<file path="src/rtl/sound_pkg.sv">
// Shared tone codes, state encoding and event priority encoder
// for the sound sequencer and sound controller.
package sound_pkg;

    localparam logic [2:0] CODE_PING = 3'b010;
    localparam logic [2:0] CODE_PONG = 3'b001;
    localparam logic [2:0] CODE_GO   = 3'b011;
    localparam logic [2:0] CODE_STOP = 3'b000;

    localparam logic [1:0] ST_IDLE = 2'd0;
    localparam logic [1:0] ST_PLAY = 2'd1;
    localparam logic [1:0] ST_GAP  = 2'd2;

    // Enum value doubles as priority rank: higher wins.
    typedef enum logic [1:0] {
        T_PONG = 2'd0,
        T_PING = 2'd1,
        T_GO   = 2'd2,
        T_STOP = 2'd3
    } tone_t;

    typedef struct packed {
        logic  vld;
        tone_t tone;
    } slot_t;

    function automatic slot_t prio_enc(
        input logic stop,
        input logic go,
        input logic ping,
        input logic pong
    );
        slot_t s;
        s.vld  = stop | go | ping | pong;
        s.tone = T_PONG;
        unique case (1'b1)
            stop:    s.tone = T_STOP;
            go:      s.tone = T_GO;
            ping:    s.tone = T_PING;
            default: s.tone = T_PONG;
        endcase
        return s;
    endfunction

    function automatic logic [2:0] tone_code(input tone_t t);
        logic [2:0] c;
        unique case (t)
            T_PING:  c = CODE_PING;
            T_PONG:  c = CODE_PONG;
            T_GO:    c = CODE_GO;
            default: c = CODE_STOP;
        endcase
        return c;
    endfunction

endpackage

</file>
<file path="src/rtl/sound_sequencer_if.sv">
// Event inputs and tone outputs of the sound sequencer.
// Master drives events; slave is the sequencer.
interface sound_sequencer_if;

    logic       sound_en;
    logic       ev_ping;
    logic       ev_pong;
    logic       ev_go;
    logic       ev_stop;
    logic [2:0] code_sound;
    logic       mute;
    logic       busy;
    logic [7:0] drop_cnt;

    modport master (
        output sound_en, ev_ping, ev_pong, ev_go, ev_stop,
        input  code_sound, mute, busy, drop_cnt
    );

    modport slave (
        input  sound_en, ev_ping, ev_pong, ev_go, ev_stop,
        output code_sound, mute, busy, drop_cnt
    );

endinterface

</file>
<file path="src/rtl/sound_event_arbiter.sv">
// Picks the highest-priority event of a cycle and counts
// the simultaneous losers.
module sound_event_arbiter
    import sound_pkg::*;
(
    input  logic       en,
    input  logic       ev_ping,
    input  logic       ev_pong,
    input  logic       ev_go,
    input  logic       ev_stop,
    output slot_t      acc,
    output logic [1:0] n_lose
);

    logic [2:0] hits;

    // Winner plus loser count; nothing at all while disabled.
    always_comb begin
        acc    = '0;
        n_lose = 2'd0;
        hits   = {2'b0, ev_ping} + {2'b0, ev_pong}
               + {2'b0, ev_go} + {2'b0, ev_stop};
        if (en) begin
            acc = prio_enc(ev_stop, ev_go, ev_ping, ev_pong);
            if (hits != 3'd0)
                n_lose = 2'(hits - 3'd1);
        end
    end

endmodule

</file>
<file path="src/rtl/sound_sequencer.sv">
// Tone sequencer: plays game-event tones with a fixed silent
// gap, one pending slot, stop preemption and a drop counter.
module sound_sequencer
    import sound_pkg::*;
#(
    parameter int CNT_W    = 24,
    parameter int DUR_PING = 1_250_000,
    parameter int DUR_PONG = 1_250_000,
    parameter int DUR_GO   = 5_000_000,
    parameter int DUR_STOP = 10_000_000,
    parameter int GAP      = 250_000
) (
    input  logic clk,
    input  logic rst_n,
    sound_sequencer_if.slave bus
);

    logic [1:0]       state;
    logic [CNT_W-1:0] cnt;
    tone_t            cur;
    slot_t            pend;
    slot_t            pend_upd;
    slot_t            acc;
    logic [1:0]       n_lose;
    logic             p_drop;
    logic [2:0]       inc;
    logic [8:0]       drop_sum;
    logic [7:0]       drop;
    logic [7:0]       drop_nxt;

    function automatic logic [CNT_W-1:0] dur_m1(input tone_t t);
        logic [CNT_W-1:0] d;
        unique case (t)
            T_PING:  d = CNT_W'(DUR_PING - 1);
            T_PONG:  d = CNT_W'(DUR_PONG - 1);
            T_GO:    d = CNT_W'(DUR_GO - 1);
            default: d = CNT_W'(DUR_STOP - 1);
        endcase
        return d;
    endfunction

    sound_event_arbiter u_arb (
        .en      (bus.sound_en),
        .ev_ping (bus.ev_ping),
        .ev_pong (bus.ev_pong),
        .ev_go   (bus.ev_go),
        .ev_stop (bus.ev_stop),
        .acc     (acc),
        .n_lose  (n_lose)
    );

    // Pending-slot update and saturating drop count for this cycle.
    always_comb begin
        pend_upd = pend;
        p_drop   = 1'b0;
        if (acc.vld && state != ST_IDLE) begin
            if (acc.tone == T_STOP)
                p_drop = pend.vld;
            else if (!pend.vld || acc.tone >= pend.tone)
                pend_upd = acc;
            else
                p_drop = 1'b1;
        end
        inc      = {1'b0, n_lose} + {2'b0, p_drop};
        drop_sum = {1'b0, drop} + {6'b0, inc};
        drop_nxt = drop_sum[8] ? 8'hff : drop_sum[7:0];
    end

    // Sequencer FSM, duration/gap counter and pending slot.
    always_ff @(posedge clk or negedge rst_n) begin
        if (!rst_n) begin
            state <= ST_IDLE;
            cnt   <= '0;
            cur   <= T_STOP;
            pend  <= '0;
            drop  <= 8'd0;
        end else begin
            drop <= drop_nxt;
            if (!bus.sound_en) begin
                state <= ST_IDLE;
                cnt   <= '0;
                pend  <= '0;
            end else begin
                case (state)
                    ST_IDLE: begin
                        if (acc.vld) begin
                            state <= ST_PLAY;
                            cur   <= acc.tone;
                            cnt   <= dur_m1(acc.tone);
                        end
                    end
                    ST_PLAY, ST_GAP: begin
                        if (acc.vld && acc.tone == T_STOP) begin
                            state <= ST_PLAY;
                            cur   <= T_STOP;
                            cnt   <= dur_m1(T_STOP);
                            pend  <= '0;
                        end else if (cnt != '0) begin
                            cnt  <= cnt - 1'b1;
                            pend <= pend_upd;
                        end else if (state == ST_PLAY) begin
                            state <= ST_GAP;
                            cnt   <= CNT_W'(GAP - 1);
                            pend  <= pend_upd;
                        end else if (pend_upd.vld) begin
                            state <= ST_PLAY;
                            cur   <= pend_upd.tone;
                            cnt   <= dur_m1(pend_upd.tone);
                            pend  <= '0;
                        end else begin
                            state <= ST_IDLE;
                            pend  <= '0;
                        end
                    end
                    default: begin
                        state <= ST_IDLE;
                        cnt   <= '0;
                        pend  <= '0;
                    end
                endcase
            end
        end
    end

    // Outputs decode straight from state so reset acts at once.
    always_comb begin
        bus.code_sound = (state == ST_IDLE) ? CODE_STOP
                                            : tone_code(cur);
        bus.mute       = (state != ST_PLAY);
        bus.busy       = (state != ST_IDLE);
        bus.drop_cnt   = drop;
    end

endmodule

</file>
<file path="src/flat_wrapper.sv">
// flat-port wrapper written by rule: the top's interface ports become plain ports
module sound_sequencer_flat import sound_pkg::*;
#(
    parameter int CNT_W    = 24,
    parameter int DUR_PING = 1_250_000,
    parameter int DUR_PONG = 1_250_000,
    parameter int DUR_GO   = 5_000_000,
    parameter int DUR_STOP = 10_000_000,
    parameter int GAP      = 250_000
)
  (clk, rst_n, bus_sound_en, bus_ev_ping, bus_ev_pong, bus_ev_go, bus_ev_stop, bus_code_sound, bus_mute, bus_busy, bus_drop_cnt);
  sound_sequencer_if bus_i ();
  input  logic clk;
  input  logic rst_n;
  input wire logic [$bits(bus_i.sound_en)-1:0] bus_sound_en;
  input wire logic [$bits(bus_i.ev_ping)-1:0] bus_ev_ping;
  input wire logic [$bits(bus_i.ev_pong)-1:0] bus_ev_pong;
  input wire logic [$bits(bus_i.ev_go)-1:0] bus_ev_go;
  input wire logic [$bits(bus_i.ev_stop)-1:0] bus_ev_stop;
  output wire logic [$bits(bus_i.code_sound)-1:0] bus_code_sound;
  output wire logic [$bits(bus_i.mute)-1:0] bus_mute;
  output wire logic [$bits(bus_i.busy)-1:0] bus_busy;
  output wire logic [$bits(bus_i.drop_cnt)-1:0] bus_drop_cnt;
  assign bus_i.sound_en = bus_sound_en;
  assign bus_i.ev_ping = bus_ev_ping;
  assign bus_i.ev_pong = bus_ev_pong;
  assign bus_i.ev_go = bus_ev_go;
  assign bus_i.ev_stop = bus_ev_stop;
  assign bus_code_sound = bus_i.code_sound;
  assign bus_mute = bus_i.mute;
  assign bus_busy = bus_i.busy;
  assign bus_drop_cnt = bus_i.drop_cnt;
  sound_sequencer #(.CNT_W(CNT_W), .DUR_PING(DUR_PING), .DUR_PONG(DUR_PONG), .DUR_GO(DUR_GO), .DUR_STOP(DUR_STOP), .GAP(GAP)) u_core (.clk(clk), .rst_n(rst_n), .bus(bus_i));
endmodule
</file>
<file path="config.mk">
export PLATFORM = sky130hd
export DESIGN_NAME = sound_sequencer_flat
export DESIGN_NICKNAME = d
export VERILOG_FILES = /design/src/rtl/sound_pkg.sv /design/src/rtl/sound_sequencer_if.sv /design/src/rtl/sound_event_arbiter.sv /design/src/rtl/sound_sequencer.sv /design/src/flat_wrapper.sv
export SDC_FILE = /design/constraint.sdc
export NUM_CORES = 1
export LEC_CHECK = 0
export ABC_AREA = 1
export BUFFER_PORTS_ARGS = -buffer_cell sky130_fd_sc_hd__buf_2
export CORE_ASPECT_RATIO = 1.1
export CORE_MARGIN = 5
export CORE_UTILIZATION = 45
export DETAILED_ROUTE_END_ITERATION = 10
export MAX_ROUTING_LAYER = met4
export PLACE_DENSITY = 0.72
export SLEW_MARGIN = 20
export SYNTH_ARGS = -nofsm -noshare
export SYNTH_HDL_FRONTEND = slang
export SYNTH_SLANG_ARGS = --single-unit
</file>
<file path="constraint.sdc">
create_clock -name clk -period 3.2 [get_ports clk]
set_input_delay 0.64 -clock clk [delete_from_list [all_inputs] [get_ports clk]]
set_output_delay 0.64 -clock clk [all_outputs]
set_load 0.02 [all_outputs]
</file>
### Word-level counts from Yosys, hierarchy flattened

Cells that the tools add are included.

* bits in registers: 39
* input bits: 7
* output and inout bits: 13

* add/subtract/negate cells: 7
* order comparisons: 1
* eq/ne operators: 18
* mux-type cells: 40
* bitwise operators: 3
* reductions and logical operators: 18

Operators with widths (number)
* $mux 24: 6
* $pmux 24 s2: 3
* $mux 2: 13
* $mux 3: 8
* $reduce_bool 24->1: 1
* $sub 24x1->24 const B: 1
* $pmux 2 s3: 2
* $eq 2x2->1 const B: 5
* $add 8x3->9: 1
* $ne 3x2->1 const B: 3
* $eq 2x1->1 const B: 4
* $logic_not 2->1: 4
* $mux 8: 1
* $pmux 2 s2: 2
* $add 3x1->3: 2
* $ne 6x2->1 const B: 1
* $pmux 3 s2: 1
* $reduce_and 6->1: 1
* $reduce_or 2->1: 3
* $mux 1: 4
* $ne 2x1->1 const B: 2
* $ne 4x3->1 const B: 1
* $reduce_and 2->1: 2
* $reduce_bool 2->1: 2
* other kinds (11): 14

### Longest topological paths before layout

Gate-level depths: netlist of the first run.

* depth after elaboration: 18
* gate-level depth with buffers: 22
* mapped depth without buffers: 22

### Modules after synthesis

A second synthesis of the first run with hierarchy kept.

* cells, all modules: 491
* area, all modules: 3275.6 um^2

By module, submodules not included
* sound_sequencer: instances 1, cells each 472, area each 3169.3 um^2, sequential area each 978.4 um^2
* sound_event_arbiter: instances 1, cells each 19, area each 106.4 um^2, sequential area each 0.0 um^2

### Least setup slack after synthesis of the first run

No wires, ideal clock.

* path type: input port to flip-flop
* start point: input bus_ev_pong
* end point: register u_core.drop[6], in the netlist u_core.bus.drop_cnt[6]
* data arrival time: 3.099 ns
* required time: 3.080 ns
* setup slack: -0.019 ns
* stages: 18
* cells stage by stage: ha_1 > fa_1 > ha_1 > nor2_1 > inv_1 > o21ai_0 > nor2_1 > fa_1 > inv_1 > fa_1 > nor2_1 > inv_1 > nor2_1 > nand2_1 > inv_1 > nand3_1 > o21ai_0 > inv_1

* cells in the longest elaborated chain, start to end: 9

Ends and longest elaborated chain
* from (decl): RTL line flat_wrapper.sv:17 `input wire logic [$bits(bus_i.ev_pong)-1:0] bus_ev_pong;`
* $add 1x1->2: RTL line sound_event_arbiter.sv:21 `hits = {2'b0, ev_ping} + {2'b0, ev_pong}`
* $add 3x1->3 (2 in series): RTL line sound_event_arbiter.sv:22 `+ {2'b0, ev_go} + {2'b0, ev_stop};`
* $sub 2x1->2 / $reduce_bool 3->1 (equally long branches): RTL line sound_event_arbiter.sv:26, sound_event_arbiter.sv:25
* $mux 2: RTL line sound_event_arbiter.sv:25 `if (hits != 3'd0)`
* $mux 2: RTL line sound_event_arbiter.sv:23 `if (en) begin`
* $add 2x1->3 (*): RTL line sound_sequencer.sv:64 `inc = {1'b0, n_lose} + {2'b0, p_drop};`
* $add 8x3->9 (*): RTL line sound_sequencer.sv:65 `drop_sum = {1'b0, drop} + {6'b0, inc};`
* $mux 8 (*): RTL line sound_sequencer.sv:66 `drop_nxt = drop_sum[8] ? 8'hff : drop_sum[7:0];`
* net u_core.drop_nxt[6]: RTL line sound_sequencer.sv:29 `logic [7:0] drop_nxt;`
* to (signal assigned): RTL line sound_sequencer.sv:78 `drop <= drop_nxt;`
* to (decl): RTL line sound_sequencer.sv:28 `logic [7:0] drop;`

The timed path passes the listed nets; every way through them passes the cells marked *.
A chain may end at the register's enable or synchronous reset.

### Worst setup path in the final report of the first run

Same ends and word-level chain as after synthesis.

==> impl_metrics.tcl, run 1 <==
set metrics [dict create \
    cts.sinks 39 \
    htree_levels 2 \
    min_path_type "in2async" \
    tritoncts "built" \
    min_period_over_period_pct 94.9 \
    wire_per_inst_um 13.2 \
    finalNonFillerCells 575 \
    startpoint_type "input pin" \
    final.min_clock_period_ns 3.04 \
    maxSlewViolCount 0 \
    place_congestion 1.02 \
    drive_gt1_share_pct 16.4 \
    fmax_mhz 329 \
    synth_warnings 0 \
    antenna_found_initial 0 \
    setup_violations 0 \
    relSlewSlack_pct 41.1 \
    drt_drc_violations_left 0 \
    dpl_cell_area_mm2 0.00332 \
    worstSetupEndpointType "flip-flop" \
    initialDrtViolationCount 231 \
    dp.cells 565 \
    wl_um 7580 \
    cpMaxStageDelayCell "fa_2" \
    globalRouteMet3Util_pct 3.65 \
    ant_nets 0 \
    nets 512 \
    cts_root_buf "clkbuf_8" \
    track_usage_pct 19.5 \
    path_clk_slew_ns 0.09 \
    crit_path_cell_trace "buf_2, ha_1, fa_2, ha_4, nor2_2, inv_2, o21ai_4, nor2_2, fa_2, inv_1, fa_2, nor2_2, inv_1, nor2_2, nand2_1, inv_1, nand3_1, o21ai_0, inv_1" \
    avgSynthCellArea_um2 6.69 \
    num-fill-cells 653 \
    critPathArrivalTime_ns 3.23 \
    worst_pin_slew_ns 0.884 \
    cp.required_ns 3.39 \
    clk_path_buf_depth 2 \
    fin_area_mm2 0.00353 \
    fp.dieH_um 96.4 \
    use_met2_pct 32.4 \
    vias 3000 \
    synth_top_flop_cell "dfrtp_1" \
    cp_top_family "adder cells" \
    globalRouteOverflowTotal 0 \
    synthSimpleGateAreaFrac_pct 38.3 \
    synth_top_family_by_area "simple AND/OR/NAND/NOR gates" \
    use_met1_pct 23.5 \
    ir_worst_vdd_mv 0.452 \
    io-pin-count 20 \
    synth_xor_area_share_pct 2.87 \
    synth_area_mm2 0.00305 \
    crit_type "in2reg" \
    clk-insertion-delay-late_ns 0.30 \
    ys_ff_latch 39 \
    async_flop_share_pct 100 \
    io_buffers 18 \
    core_area_mm2 0.00659 \
    dieArea_mm2 0.00853 \
    crit_path_max_fanout 3 \
    crit_path_max_incr_delay_ns 0.36 \
    power_density_mw_per_mm2 863 \
    syn_inst 456 \
    antenna_cells 0 \
    grt_pass1_wl_um 12700 \
    firstDrtPassIters 5 \
    syn_to_final_growth_pct 15.5 \
    multi_input_area_mm2 0.00184 \
    hold_buffers 0 \
    synth-edff-count 0 \
    fin_skew_ns 0.00999 \
    ys_seq_area_share_pct 32.1 \
    num_rows 31 \
    grt.busiest_layer "met2" \
    ff_latch_area_um2 978 \
    numCtsBuffers 5 \
    avgViaCountPerCell 5.22 \
    maxCapViolCount 0 \
    die_w_um 88.5 \
    status "finished, final reports clean" \
    hold_violations 0 \
    worst-path-buf-inv 6 \
    yosysUniqueCellTypes 38 \
    start_util_pct 46.3 \
    synthMuxAreaShare_pct 0 \
    p_leak_uw 0.00189 \
    dp_hpwl_um 5750 \
    synth_nets 476 \
    synth_fa_ha_area_share_pct 6.07 \
    grt_pass1_vias 2841 \
    synth_compound_area_share_pct 10.8 \
    grt_max_degree 40 \
]
==> logic make-up (layout without fill, tap and decap cells) <==
logic type,after synthesis,in the layout
DFF,39,39
buffers and inverters,74,111
other,1,1
and+or+nand+nor,259,259
AOI/OAI and AO/OA,60,60
adders and majority gates,13,13
xor gates and xnor gates,10,10
==> final timing paths <==
path                                 from                     end  slack (ns)  depth (start not counted)
max                           bus_ev_pong  u_core.bus.drop_cnt[6]        0.16                         19
min                                 rst_n           u_core.cnt[3]        0.46                          1
max reg2reg                u_core.pend[0]  u_core.bus.drop_cnt[6]        0.56                         19
min reg2reg                 u_core.cur[0]           u_core.cur[0]        0.50                          2
max in group asynchronous           rst_n  u_core.bus.drop_cnt[4]        2.18                          1
min in group clk            u_core.cur[0]           u_core.cur[0]        0.50                          2
==> cells in the final DEF, fill, tap and decap left out, types with 3 or more instances in the layout <==
cell      instances
fa_2              3
nand2_4           4
inv_2             4
nor2_2            7
buf_2            18
nor2_4            3
dfrtp_1          37
a21oi_1          15
nand3_1          26
inv_1            63
nand2_1         139
nor3_1            4
or2_2             4
ha_1              9
o22ai_1           7
o21ai_0          27
xor2_1            8
clkbuf_8          5
buf_4            16
nand4_1           5
nor2_1           57
==> Yosys cell counts (3+ instances only) <==
master / count / area share (%)
nor2_1: 62 / 7.6
o22ai_1: 7 / 1.4
ha_1: 10 / 4.1
o21ai_0: 29 / 4.8
xor2_1: 8 / 2.3
nand2_4: 4 / 1.5
dfrtp_1: 37 / 30
inv_2: 3 / 0.37
a21oi_1: 16 / 2.6
nand3_1: 26 / 4.3
nor3_1: 5 / 0.82
nand2_1: 140 / 17
inv_1: 64 / 7.9
fa_1: 3 / 2.0
nor2_4: 3 / 1.1
or2_2: 4 / 0.82
nand4_1: 5 / 1.0
==> metal layers <==
layer,share of wire (%),vias to the layer above
li1,-,1505
met1,44,1387
met2,49,91
met3,5.1,17
met4,2.2,0
met5,0,-
==> layout make-up <==
| cell class | count | area share, % |
|---|---|---|
| clock buffer | 5 | 1.95 |
| clock inverter | 3 | 1.92 |
| sequential | 39 | 27.8 |
| timing repair buffer | 34 | 5.96 |
| inverter | 69 | 7.42 |
| multi-input combinational | 343 | 52.1 |
| tap | 82 | 2.91 |
==> power by group <==
part	total (µW)	switching, µW	internal (µW)
clock	503	192	311
sequential	800	146	654
combinational	1740	1140	600
==> flip-flops by register name, summed over array words and instances (netlist names) <==
register,count
u_core.cur,2
u_core.cnt,24
u_core.bus.drop_cnt,8
u_core.state,2
u_core.pend,3
==> through the flow <==
stage	total power [µW]	utilization [%]	hold WS (ns)	worst slack [ns]	setup TNS, ns
final	3040	53.5	0.455	0.162	0
after global routing	3310	53.5	0.526	-0.0228	-0.0232
after CTS	3010	52.4	0.498	0.0114	0
after detailed placement	2500	50.3	0.493	-0.314	-1.97
after global placement	2460	50.3	0.497	-0.224	-1.44
after floorplan	2070	-	0.344	0.0123	0
==> repair_timing <==
item	4_1_cts	5_1_grt
gates resized for setup	0	16
endpoints found under the setup margin	0	8
setup buffers	0	2
hold endpoints to repair	0	0
(Power assumes the default switching activity.)
==> run 2: changes to the inputs <==
- RECOVER_POWER: default -> 50
==> run 2 against run 1 <==
Compared with the run above:
- the flow now finishes with violations (max-capacitance violations, max-slew violations)
- setup slack got worse by 0.00066 ns
- global-route usage unchanged
- power fell by 0.26%
- first-iteration DRC count stayed put
- wire length down 0.13%
- clock power hardly changed
- critical endpoint unchanged
==> impl_metrics.tcl, run 2 (synthesis results as in run 1) <==
set metrics [dict create \
    globalRouteMet3Util_pct 3.65 \
    worstSetupEndpointType "flip-flop" \
    start_util_pct 46.3 \
    cp.required_ns 3.39 \
    ir_worst_vdd_mv 0.452 \
    worst-path-buf-inv 6 \
    critPathArrivalTime_ns 3.23 \
    worstRegToRegCells 19 \
    violations "max-capacitance violations, max-slew violations" \
    grt_pass1_vias 2841 \
    grt_pass1_wl_um 12700 \
    vias 2999 \
    worst_pin_slew_ns 2.12 \
    startpoint "bus_ev_pong" \
    globalRouteOverflowTotal 0 \
    use_met2_pct 32.4 \
    final.min_clock_period_ns 3.04 \
    firstDrtPassIters 5 \
    clk_path_buf_depth 2 \
    io_buffers 18 \
    power_density_mw_per_mm2 863 \
    dieArea_mm2 0.00853 \
    p_leak_uw 0.00187 \
    wire_per_inst_um 13.2 \
    io-pin-count 20 \
    wl_um 7570 \
    top_register "u_core.cnt" \
    place_congestion 1.02 \
    use_met1_pct 23.5 \
    cp_num_cells 19 \
    reg2reg_to "u_core.bus.drop_cnt[6]" \
    min_path_type "reg2reg" \
    core_area_mm2 0.00659 \
    status "finished with violations" \
    final_common_cell "nand2_1" \
    fmax_mhz 329 \
    cp_top_family "adder cells" \
    antenna_cells 0 \
    finalNonFillerCells 575 \
    htree_levels 2 \
    track_usage_pct 19.5 \
    maxCapViolCount 1 \
    grt_max_degree 40 \
    dp.cells 565 \
    numCtsBuffers 5 \
    maxSlewViolCount 40 \
    crit_type "in2reg" \
    nets 512 \
    startpoint_type "input pin" \
    worst_slack_ns 0.162 \
    ant_nets 0 \
    num_rows 31 \
    antenna_found_initial 0 \
    endpoint "u_core.bus.drop_cnt[6]" \
    hold_violations 0 \
    initialDrtViolationCount 231 \
    syn_to_final_growth_pct 15.3 \
    fin_skew_ns 0.00999 \
    mostFrequentLayoutCells "nand2_1 (139), inv_1 (63), nor2_1 (57), dfrtp_1 (37), o21ai_0 (27)" \
    avgViaCountPerCell 5.22 \
    drt_drc_violations_left 0 \
    grt.busiest_layer "met2" \
    fp.dieH_um 96.4 \
    cpMaxStageDelayCell "fa_2" \
    crit_path_cell_trace "buf_2, ha_1, fa_2, ha_4, nor2_2, inv_2, o21ai_4, nor2_2, fa_2, inv_1, fa_2, nor2_2, inv_1, nor2_2, nand2_1, inv_1, nand3_1, o21ai_0, inv_1" \
    die_w_um 88.5 \
    relSlewSlack_pct -41.2 \
    min_period_over_period_pct 95.0 \
    num-fill-cells 659 \
    crit_path_max_fanout 3 \
    hold_buffers 0 \
    largest_reg_flops 24 \
    reg2reg_from "u_core.pend[0]" \
    pre_cts_ws_ns -0.314 \
    crit_path_max_incr_delay_ns 0.36 \
    tritoncts "built" \
    path_clk_slew_ns 0.09 \
    cts_root_buf "clkbuf_8" \
    r2r_slack_ns 0.56 \
    drive_gt1_share_pct 15.0 \
    cts.sinks 39 \
    clk-insertion-delay-late_ns 0.30 \
    dp_hpwl_um 5750 \
    setup_violations 0 \
]
==> run 2: changes by cell type in the layout (fill, tap and decap cells not counted) <==
cell,change
buf_2,-7
clkbuf_1,+7
==> run 2: worst register-to-register path: stages, from the launching register on <==
cell	delay [ns]
dfrtp_1	0.41
ha_1	0.29
inv_1	0.07
nand2_1	0.05
nand2_1	0.05
nand2_1	0.05
nand2_1	0.08
o21ai_0	0.08
nor2_1	0.18
fa_2	0.23
inv_1	0.05
fa_2	0.34
nor2_2	0.11
inv_1	0.07
nor2_2	0.12
nand2_1	0.09
inv_1	0.09
nand3_1	0.06
o21ai_0	0.07
inv_1	0.05
==> run 2: layout make-up <==
type,instances,area (µm²),share of cell area (%)
Multi-Input combinational cell,343,1840,52.2
Sequential cell,39,978,27.8
Inverter,69,262,7.44
Timing Repair Buffer,34,201,5.73
Tap cell,82,103,2.92
Clock buffer,5,68.8,1.96
Clock inverter,3,67.6,1.92
==> run 2: metal layers <==
layer,share of wire (%),vias to the layer above
met5,0,-
li1,-,1506
met2,49,91
met3,5.2,17
met1,44,1385
met4,2.2,0
==> run 2: worst min-delay path by stage <==
stage / start / endpoint / cells past startpoint
CTS: rst_n / u_core.cnt[8] / 1
global placement: u_core.cur[0] / u_core.cur[0] / 2
floorplan: rst_n / u_core.bus.drop_cnt[0] / 0
detailed placement: u_core.cur[0] / u_core.cur[0] / 2
finish: u_core.cur[0] / u_core.cur[0] / 2
global route: u_core.cur[0] / u_core.cur[0] / 2
==> run 2: where the power goes <==
| part | switching [µW] | leakage [µW] | total (µW) | internal (µW) |
|---|---|---|---|---|
| combinational | 1140 | 0.00130 | 1730 | 591 |
| sequential | 147 | 0.000506 | 801 | 654 |
| clock | 193 | 0.0000644 | 504 | 311 |
==> run 2: metrics by stage <==
stage / setup TNS (ns) / total power (µW) / area [µm²] / util [%] / hold WS [ns]
5_1_grt: -0.0235 / 3310 / 3520 / 53.3 / 0.526
2_1_floorplan: 0 / 2070 / 3060 / - / 0.344
3_3_place_gp: -1.44 / 2460 / 3320 / 50.3 / 0.497
6_report: 0 / 3030 / 3520 / 53.3 / 0.505
3_5_place_dp: -1.97 / 2500 / 3320 / 50.3 / 0.493
4_1_cts: 0 / 3010 / 3450 / 52.4 / 0.498
==> run 2: timing repair <==
| action | 4_1_cts | 5_1_grt |
|---|---|---|
| endpoints found under the setup margin | 0 | 8 |
| buffers inserted | 0 | 2 |
| gates resized for setup | 0 | 16 |
